===== config.mk =====
export PLATFORM = sky130hd
export DESIGN_NAME = idexe_skid_reg_flat
export DESIGN_NICKNAME = d
export VERILOG_FILES = /design/src/rtl/pipe_pkg.sv /design/src/rtl/idexe_skid_reg_if.sv /design/src/rtl/pipe_skid_buf.sv /design/src/rtl/idexe_skid_reg.sv /design/src/flat_wrapper.sv
export SDC_FILE = /design/constraint.sdc
export NUM_CORES = 1
export LEC_CHECK = 0
export CELL_PAD_IN_SITES_DETAIL_PLACEMENT = 0
export CELL_PAD_IN_SITES_GLOBAL_PLACEMENT = 2
export CORE_ASPECT_RATIO = 1.75
export CORE_MARGIN = 5
export CORE_UTILIZATION = 33
export CTS_BUF_LIST = sky130_fd_sc_hd__clkbuf_16
export DETAILED_ROUTE_END_ITERATION = 12
export GPL_TIMING_DRIVEN = 0
export PLACE_DENSITY = 0.8
export SLEW_MARGIN = 20
export SYNTH_ARGS = -nofsm -noshare
export SYNTH_HDL_FRONTEND = slang
export SYNTH_SLANG_ARGS = --single-unit

===== constraint.sdc =====
create_clock -name clk -period 2.3 [get_ports clk]
set_clock_uncertainty 0.1 [all_clocks]
set_input_delay 0.23 -clock clk [delete_from_list [all_inputs] [get_ports clk]]
set_output_delay 0.23 -clock clk [all_outputs]
set_load 0.02 [all_outputs]

===== src/rtl/pipe_pkg.sv =====
// Shared pipeline constants, payload layout and helpers for the ID/EXE register.
package pipe_pkg;

  localparam int DEF_DATA_W    = 32;
  localparam int DEF_RADDR_W   = 5;
  localparam int DEF_ALUOP_W   = 8;
  localparam int DEF_ALUTYPE_W = 3;

  // Packed order MSB..LSB: alutype, aluop, src1, src2, wa, wreg, mreg, din, whilo, ret_addr
  function automatic int payload_w(int dw, int rw, int ow, int tw);
    return tw + ow + 4*dw + rw + 3;
  endfunction

  localparam int IDEXE_PAYLOAD_W = payload_w(DEF_DATA_W, DEF_RADDR_W, DEF_ALUOP_W, DEF_ALUTYPE_W);

  localparam int RET_OFF     = 0;
  localparam int WHILO_OFF   = RET_OFF + DEF_DATA_W;
  localparam int DIN_OFF     = WHILO_OFF + 1;
  localparam int MREG_OFF    = DIN_OFF + DEF_DATA_W;
  localparam int WREG_OFF    = MREG_OFF + 1;
  localparam int WA_OFF      = WREG_OFF + 1;
  localparam int SRC2_OFF    = WA_OFF + DEF_RADDR_W;
  localparam int SRC1_OFF    = SRC2_OFF + DEF_DATA_W;
  localparam int ALUOP_OFF   = SRC1_OFF + DEF_DATA_W;
  localparam int ALUTYPE_OFF = ALUOP_OFF + DEF_ALUOP_W;

  typedef struct packed {
    logic [DEF_ALUTYPE_W-1:0] alutype;
    logic [DEF_ALUOP_W-1:0]   aluop;
    logic [DEF_DATA_W-1:0]    src1;
    logic [DEF_DATA_W-1:0]    src2;
    logic [DEF_RADDR_W-1:0]   wa;
    logic                     wreg;
    logic                     mreg;
    logic [DEF_DATA_W-1:0]    din;
    logic                     whilo;
    logic [DEF_DATA_W-1:0]    ret_addr;
  } idexe_payload_t;

endpackage


===== src/rtl/idexe_skid_reg_if.sv =====
// Decode-to-execute handshake bundle; slave is the pipeline register's view.
interface idexe_skid_reg_if
  import pipe_pkg::*;
#(
  parameter int DATA_W    = DEF_DATA_W,
  parameter int RADDR_W   = DEF_RADDR_W,
  parameter int ALUOP_W   = DEF_ALUOP_W,
  parameter int ALUTYPE_W = DEF_ALUTYPE_W
);
  logic                 flush;
  logic                 id_valid;
  logic                 id_ready;
  logic [ALUTYPE_W-1:0] id_alutype;
  logic [ALUOP_W-1:0]   id_aluop;
  logic [DATA_W-1:0]    id_src1;
  logic [DATA_W-1:0]    id_src2;
  logic [RADDR_W-1:0]   id_wa;
  logic                 id_wreg;
  logic                 id_mreg;
  logic [DATA_W-1:0]    id_din;
  logic                 id_whilo;
  logic [DATA_W-1:0]    id_ret_addr;
  logic                 exe_valid;
  logic                 exe_ready;
  logic [ALUTYPE_W-1:0] exe_alutype;
  logic [ALUOP_W-1:0]   exe_aluop;
  logic [DATA_W-1:0]    exe_src1;
  logic [DATA_W-1:0]    exe_src2;
  logic [RADDR_W-1:0]   exe_wa;
  logic                 exe_wreg;
  logic                 exe_mreg;
  logic [DATA_W-1:0]    exe_din;
  logic                 exe_whilo;
  logic [DATA_W-1:0]    exe_ret_addr;

  modport slave (
    input  flush, id_valid, id_alutype, id_aluop, id_src1, id_src2, id_wa,
           id_wreg, id_mreg, id_din, id_whilo, id_ret_addr, exe_ready,
    output id_ready, exe_valid, exe_alutype, exe_aluop, exe_src1, exe_src2,
           exe_wa, exe_wreg, exe_mreg, exe_din, exe_whilo, exe_ret_addr
  );

  modport master (
    output flush, id_valid, id_alutype, id_aluop, id_src1, id_src2, id_wa,
           id_wreg, id_mreg, id_din, id_whilo, id_ret_addr, exe_ready,
    input  id_ready, exe_valid, exe_alutype, exe_aluop, exe_src1, exe_src2,
           exe_wa, exe_wreg, exe_mreg, exe_din, exe_whilo, exe_ret_addr
  );
endinterface


===== src/rtl/pipe_skid_buf.sv =====
// Generic 2-entry skid buffer: main entry drives the output, skid entry catches
// the one transfer accepted while the output stalls. Input ready is registered.
module pipe_skid_buf #(
  parameter int W = 8
) (
  input  logic         clk,
  input  logic         rst_n,
  input  logic         flush_i,
  input  logic         in_vld_i,
  output logic         in_rdy_o,
  input  logic [W-1:0] in_dat_i,
  output logic         out_vld_o,
  input  logic         out_rdy_i,
  output logic [W-1:0] out_dat_o
);
  logic         m_vld_q, m_vld_d, s_vld_q, s_vld_d;
  logic [W-1:0] m_dat_q, m_dat_d, s_dat_q, s_dat_d;
  logic         in_xfer, out_xfer;

  assign in_rdy_o  = ~s_vld_q;
  assign out_vld_o = m_vld_q;
  assign out_dat_o = m_dat_q;
  assign in_xfer   = in_vld_i & ~s_vld_q;
  assign out_xfer  = m_vld_q & out_rdy_i;

  always_comb begin
    m_vld_d = m_vld_q;
    s_vld_d = s_vld_q;
    m_dat_d = m_dat_q;
    s_dat_d = s_dat_q;
    if (flush_i) begin
      m_vld_d = 1'b0;
      s_vld_d = 1'b0;
    end else if (!m_vld_q) begin
      if (in_xfer) begin
        m_dat_d = in_dat_i;
        m_vld_d = 1'b1;
      end
    end else if (out_xfer) begin
      if (s_vld_q) begin
        m_dat_d = s_dat_q;
        s_vld_d = 1'b0;
      end else if (in_xfer) begin
        m_dat_d = in_dat_i;
      end else begin
        m_vld_d = 1'b0;
      end
    end else if (in_xfer) begin
      // Output stalled: park the newer instruction behind M
      s_dat_d = in_dat_i;
      s_vld_d = 1'b1;
    end
  end

  always_ff @(posedge clk or negedge rst_n) begin
    if (!rst_n) begin
      m_vld_q <= 1'b0;
      s_vld_q <= 1'b0;
      m_dat_q <= '0;
      s_dat_q <= '0;
    end else begin
      m_vld_q <= m_vld_d;
      s_vld_q <= s_vld_d;
      m_dat_q <= m_dat_d;
      s_dat_q <= s_dat_d;
    end
  end
endmodule


===== src/rtl/idexe_skid_reg.sv =====
// MIPS32 ID/EXE pipeline register with valid/ready, flush and a 2-entry skid buffer.
// Optional stall/flush counters when IDEXE_PERF_CNT_EN is defined.
module idexe_skid_reg
  import pipe_pkg::*;
#(
  parameter int DATA_W    = DEF_DATA_W,
  parameter int RADDR_W   = DEF_RADDR_W,
  parameter int ALUOP_W   = DEF_ALUOP_W,
  parameter int ALUTYPE_W = DEF_ALUTYPE_W
) (
  input  logic        clk,
  input  logic        rst_n,
`ifdef IDEXE_PERF_CNT_EN
  output logic [31:0] stall_cnt,
  output logic [31:0] flush_cnt,
`endif
  idexe_skid_reg_if.slave bus
);
  localparam int PW = payload_w(DATA_W, RADDR_W, ALUOP_W, ALUTYPE_W);

  logic [PW-1:0] in_dat, out_dat;
  logic          m_vld, wreg_p, mreg_p, whilo_p;

  assign in_dat = {bus.id_alutype, bus.id_aluop, bus.id_src1, bus.id_src2, bus.id_wa,
                   bus.id_wreg, bus.id_mreg, bus.id_din, bus.id_whilo, bus.id_ret_addr};

  pipe_skid_buf #(.W(PW)) u_skid (
    .clk       (clk),
    .rst_n     (rst_n),
    .flush_i   (bus.flush),
    .in_vld_i  (bus.id_valid),
    .in_rdy_o  (bus.id_ready),
    .in_dat_i  (in_dat),
    .out_vld_o (m_vld),
    .out_rdy_i (bus.exe_ready),
    .out_dat_o (out_dat)
  );

  assign {bus.exe_alutype, bus.exe_aluop, bus.exe_src1, bus.exe_src2, bus.exe_wa,
          wreg_p, mreg_p, bus.exe_din, whilo_p, bus.exe_ret_addr} = out_dat;

  // Side-effect enables are masked so a bubble can never commit state
  assign bus.exe_valid = m_vld;
  assign bus.exe_wreg  = wreg_p  & m_vld;
  assign bus.exe_mreg  = mreg_p  & m_vld;
  assign bus.exe_whilo = whilo_p & m_vld;

`ifdef IDEXE_PERF_CNT_EN
  logic [31:0] stall_cnt_q, stall_cnt_d, flush_cnt_q, flush_cnt_d;

  // s_vld implies m_vld, so m_vld alone marks an occupied stage
  always_comb begin
    stall_cnt_d = stall_cnt_q;
    flush_cnt_d = flush_cnt_q;
    if (m_vld && !bus.exe_ready && stall_cnt_q != '1) stall_cnt_d = stall_cnt_q + 32'd1;
    if (bus.flush && m_vld && flush_cnt_q != '1)      flush_cnt_d = flush_cnt_q + 32'd1;
  end

  always_ff @(posedge clk or negedge rst_n) begin
    if (!rst_n) begin
      stall_cnt_q <= '0;
      flush_cnt_q <= '0;
    end else begin
      stall_cnt_q <= stall_cnt_d;
      flush_cnt_q <= flush_cnt_d;
    end
  end

  assign stall_cnt = stall_cnt_q;
  assign flush_cnt = flush_cnt_q;
`endif
endmodule

===== src/flat_wrapper.sv =====
// flat-port wrapper written by rule: the top's interface ports become plain ports
module idexe_skid_reg_flat import pipe_pkg::*;
#(
  parameter int DATA_W    = DEF_DATA_W,
  parameter int RADDR_W   = DEF_RADDR_W,
  parameter int ALUOP_W   = DEF_ALUOP_W,
  parameter int ALUTYPE_W = DEF_ALUTYPE_W
)
  (clk, rst_n, bus_flush, bus_id_valid, bus_id_alutype, bus_id_aluop, bus_id_src1, bus_id_src2, bus_id_wa, bus_id_wreg, bus_id_mreg, bus_id_din, bus_id_whilo, bus_id_ret_addr, bus_exe_ready, bus_id_ready, bus_exe_valid, bus_exe_alutype, bus_exe_aluop, bus_exe_src1, bus_exe_src2, bus_exe_wa, bus_exe_wreg, bus_exe_mreg, bus_exe_din, bus_exe_whilo, bus_exe_ret_addr);
  idexe_skid_reg_if #(.DATA_W(DATA_W), .RADDR_W(RADDR_W), .ALUOP_W(ALUOP_W), .ALUTYPE_W(ALUTYPE_W)) bus_i ();
  input  logic clk;
  input  logic rst_n;
  input wire logic [$bits(bus_i.flush)-1:0] bus_flush;
  input wire logic [$bits(bus_i.id_valid)-1:0] bus_id_valid;
  input wire logic [$bits(bus_i.id_alutype)-1:0] bus_id_alutype;
  input wire logic [$bits(bus_i.id_aluop)-1:0] bus_id_aluop;
  input wire logic [$bits(bus_i.id_src1)-1:0] bus_id_src1;
  input wire logic [$bits(bus_i.id_src2)-1:0] bus_id_src2;
  input wire logic [$bits(bus_i.id_wa)-1:0] bus_id_wa;
  input wire logic [$bits(bus_i.id_wreg)-1:0] bus_id_wreg;
  input wire logic [$bits(bus_i.id_mreg)-1:0] bus_id_mreg;
  input wire logic [$bits(bus_i.id_din)-1:0] bus_id_din;
  input wire logic [$bits(bus_i.id_whilo)-1:0] bus_id_whilo;
  input wire logic [$bits(bus_i.id_ret_addr)-1:0] bus_id_ret_addr;
  input wire logic [$bits(bus_i.exe_ready)-1:0] bus_exe_ready;
  output wire logic [$bits(bus_i.id_ready)-1:0] bus_id_ready;
  output wire logic [$bits(bus_i.exe_valid)-1:0] bus_exe_valid;
  output wire logic [$bits(bus_i.exe_alutype)-1:0] bus_exe_alutype;
  output wire logic [$bits(bus_i.exe_aluop)-1:0] bus_exe_aluop;
  output wire logic [$bits(bus_i.exe_src1)-1:0] bus_exe_src1;
  output wire logic [$bits(bus_i.exe_src2)-1:0] bus_exe_src2;
  output wire logic [$bits(bus_i.exe_wa)-1:0] bus_exe_wa;
  output wire logic [$bits(bus_i.exe_wreg)-1:0] bus_exe_wreg;
  output wire logic [$bits(bus_i.exe_mreg)-1:0] bus_exe_mreg;
  output wire logic [$bits(bus_i.exe_din)-1:0] bus_exe_din;
  output wire logic [$bits(bus_i.exe_whilo)-1:0] bus_exe_whilo;
  output wire logic [$bits(bus_i.exe_ret_addr)-1:0] bus_exe_ret_addr;
  assign bus_i.flush = bus_flush;
  assign bus_i.id_valid = bus_id_valid;
  assign bus_i.id_alutype = bus_id_alutype;
  assign bus_i.id_aluop = bus_id_aluop;
  assign bus_i.id_src1 = bus_id_src1;
  assign bus_i.id_src2 = bus_id_src2;
  assign bus_i.id_wa = bus_id_wa;
  assign bus_i.id_wreg = bus_id_wreg;
  assign bus_i.id_mreg = bus_id_mreg;
  assign bus_i.id_din = bus_id_din;
  assign bus_i.id_whilo = bus_id_whilo;
  assign bus_i.id_ret_addr = bus_id_ret_addr;
  assign bus_i.exe_ready = bus_exe_ready;
  assign bus_id_ready = bus_i.id_ready;
  assign bus_exe_valid = bus_i.exe_valid;
  assign bus_exe_alutype = bus_i.exe_alutype;
  assign bus_exe_aluop = bus_i.exe_aluop;
  assign bus_exe_src1 = bus_i.exe_src1;
  assign bus_exe_src2 = bus_i.exe_src2;
  assign bus_exe_wa = bus_i.exe_wa;
  assign bus_exe_wreg = bus_i.exe_wreg;
  assign bus_exe_mreg = bus_i.exe_mreg;
  assign bus_exe_din = bus_i.exe_din;
  assign bus_exe_whilo = bus_i.exe_whilo;
  assign bus_exe_ret_addr = bus_i.exe_ret_addr;
  idexe_skid_reg #(.DATA_W(DATA_W), .RADDR_W(RADDR_W), .ALUOP_W(ALUOP_W), .ALUTYPE_W(ALUTYPE_W)) u_core (.clk(clk), .rst_n(rst_n), .bus(bus_i));
endmodule

==> impl_metrics.json <==
{
  "status": "finished, final reports clean",
  "drive_gt1_share_pct": 28.81,
  "synthCells": 978,
  "dp_hpwl_mm": 27.73,
  "post_cts_buffers": 0,
  "synth_seq_area_share_pct": 57.74,
  "maxCapViolations": 0,
  "syn_area_per_cell_um2": 13.12,
  "hold_slack_ns": 0.03777,
  "path_clk_slew_ns": 0.07,
  "grt_first_pass_wirelength_mm": 59.53,
  "start_util_pct": 33.41,
  "max-slew-margin-rel_pct": 59.37,
  "grt_max_degree": 99,
  "wl_mm": 38.12,
  "slew_viol_final": 0,
  "synth_nets": 1130,
  "areaGrowthSynthToFinish_pct": 36.17,
  "crit_buf_inv": 3,
  "h-tree-depth": 1,
  "die_height_um": 270.8,
  "max-vdd-ir-drop_mv": 0.6634,
  "cp-start-kind": "flip-flop",
  "required_ns": 2.67,
  "ant_nets": 0,
  "layout.nets": 1465,
  "p_per_area_nw_per_um2": 939.0,
  "tns_ns": 0,
  "slowest_stage": "clkbuf_1",
  "dieArea_um2": 43070,
  "grt_use_met2_pct": 31.98,
  "yosys_register_bits": 296,
  "p_leak_nw": 7.503,
  "rsz0062_at_grt": "no",
  "synth.distinct_cells": 19,
  "worst_pin_slew_ns": 0.6094,
  "ios": 301,
  "hold_viol": 0,
  "worstSetupPathType": "flip-flop to flip-flop",
  "numPortBuffers": 300,
  "cts_tree": "yes",
  "first_iter_violations": 289,
  "overflow": 0,
  "clock_latency_ns": 0.55,
  "critPathCaptureType": "flip-flop",
  "p_total_mw": 16.40,
  "rows": 95,
  "layout_common_cells": "296 x clkdlybuf4s50_1, 296 x dfrtp_1, 150 x buf_4",
  "dp.cells": 1766,
  "cts_buffers": 29,
  "vias": 9156,
  "drt-pass1-iter-count": 4,
  "place_ws_ns": -0.4870,
  "seqCellArea_um2": 7407,
  "grtUsageTotal_pct": 17.18,
  "cp_max_fo": 10,
  "die_x_um": 159.0,
  "syn_area_um2": 12830,
  "antenna_found_initial": 9,
  "setup_violations": 0,
  "final_area_um2": 17470,
  "hold_path_class": "primary input to asynchronous set/reset pin",
  "cts_root_buffer": "clkbuf_16",
  "max_freq_ghz": 0.4671,
  "place_area_um2": 16520,
  "vias_per_cell": 5.014,
  "multi_input_area_um2": 3955,
  "gp_congestion": 0.7807,
  "fill_cells": 3595,
  "setup_slack_ns": 0.1591,
  "gr-usage-met1_pct": 18.96,
  "max_stage_delay_ns": 0.45,
  "wire_per_inst_um": 20.88,
  "cts.path.max_buffers": 3,
  "busiest_layer": "met2",
  "finalCriticalPeriod_ns": 2.141,
  "arrival_ns": 2.51,
  "use_met3_pct": 3.838,
  "worstPathCellList": "buf_4 > nand2_1 > buf_2 > clkbuf_1 > o22ai_1 > a2bb2oi_1",
  "fin_crit_sh_pct": 93.08,
  "crit_family": "buffers and inverters",
  "cts_num_sinks": 296,
  "finish.utilization_pct": 45.49,
  "yosysWarnings": 0,
  "drc": 0,
  "finalNonFillerCells": 1826,
  "core-area_um2": 38390,
  "grt_pass1_vias": 9973
}
worst paths after layout:
kind	from	to	slack, ns	depth (start not counted)
worst max-delay path	u_core.u_skid.out_vld_o	u_core.u_skid.out_dat_o[53]	0.16	6
worst min-delay path	rst_n	u_core.u_skid.out_dat_o[104]	0.04	2
worst max register to register	u_core.u_skid.out_vld_o	u_core.u_skid.out_dat_o[53]	0.16	6
worst min register to register	u_core.u_skid.s_dat_q[36]	u_core.u_skid.s_dat_q[36]	0.41	1
max in group asynchronous	rst_n	u_core.u_skid.s_dat_q[36]	0.91	4
min in group clk	bus_exe_ready	u_core.u_skid.s_vld_q	0.21	2
sequential cells by signal (all words and copies together) (netlist names):
name,flops
u_core.u_skid.s_dat_q,147
u_core.u_skid.s_vld_q,1
u_core.u_skid.out_dat_o,147
u_core.u_skid.out_vld_o,1
worst reg2reg max path, delay by kind of cell (launching register included):
| kind | cells | cell delay (ns) |
|---|---|---|
| buf+inv | 3 | 1.01 |
| simple gates | 1 | 0.19 |
| compound gates | 2 | 0.38 |
| flops | 1 | 0.38 |
power by group:
part           internal, mW  switching [mW]  total, mW
clock                  2.61            2.03       4.64
sequential             6.44           0.674       7.11
combinational          2.78            1.87       4.65
total                  11.8            4.57       16.4
timing repair:
item,in CTS,in global routing
cloned,0,0
pin swaps,0,0
setup endpoints to repair,102,21
hold buffers,1,0
hold endpoints to repair,216,0
gates resized for setup,3,10
routing by layer:
layer	share of wire (%)	vias up
met1	37	4649
met2	55	236
met5	0.034	-
met4	2.7	2
li1	-	4218
met3	5.2	51
synth_stat cells:
library cell    n  area share (%)
a21oi_1         3            0.12
clkbuf_4        1           0.059
inv_1           2           0.059
mux2_2        147              13
nand3_1         1           0.039
buf_2          34             1.3
buf_4         150             8.8
a2bb2oi_1     147              10
dfrtp_1       296              58
buf_1          11            0.32
nor3_1          1           0.039
and2_1          3            0.15
o22ai_1       147             7.2
a221oi_4        1            0.20
nand2b_1        1           0.049
clkbuf_1       30            0.88
o21ai_0         1           0.039
a211oi_1        1           0.059
nand2_1         1           0.029
logic make-up after synthesis:
family | synth area share (%)
compound gates | 17.63
buf+inv | 11.42
flops | 57.74
mux | 12.90
simple gates | 0.3023
cell type report:
cell class / count / area share [%]
Multi-Input combinational cell: 454 / 22.64
Sequential cell: 296 / 42.41
Tap cell: 485 / 3.474
Antenna cell: 8 / 0.1146
Buffer: 226 / 8.403
Inverter: 2 / 0.04298
Clock buffer: 29 / 4.155
Clock inverter: 22 / 1.010
Timing Repair Buffer: 304 / 17.75
Power figures use the tool's default switching activity.
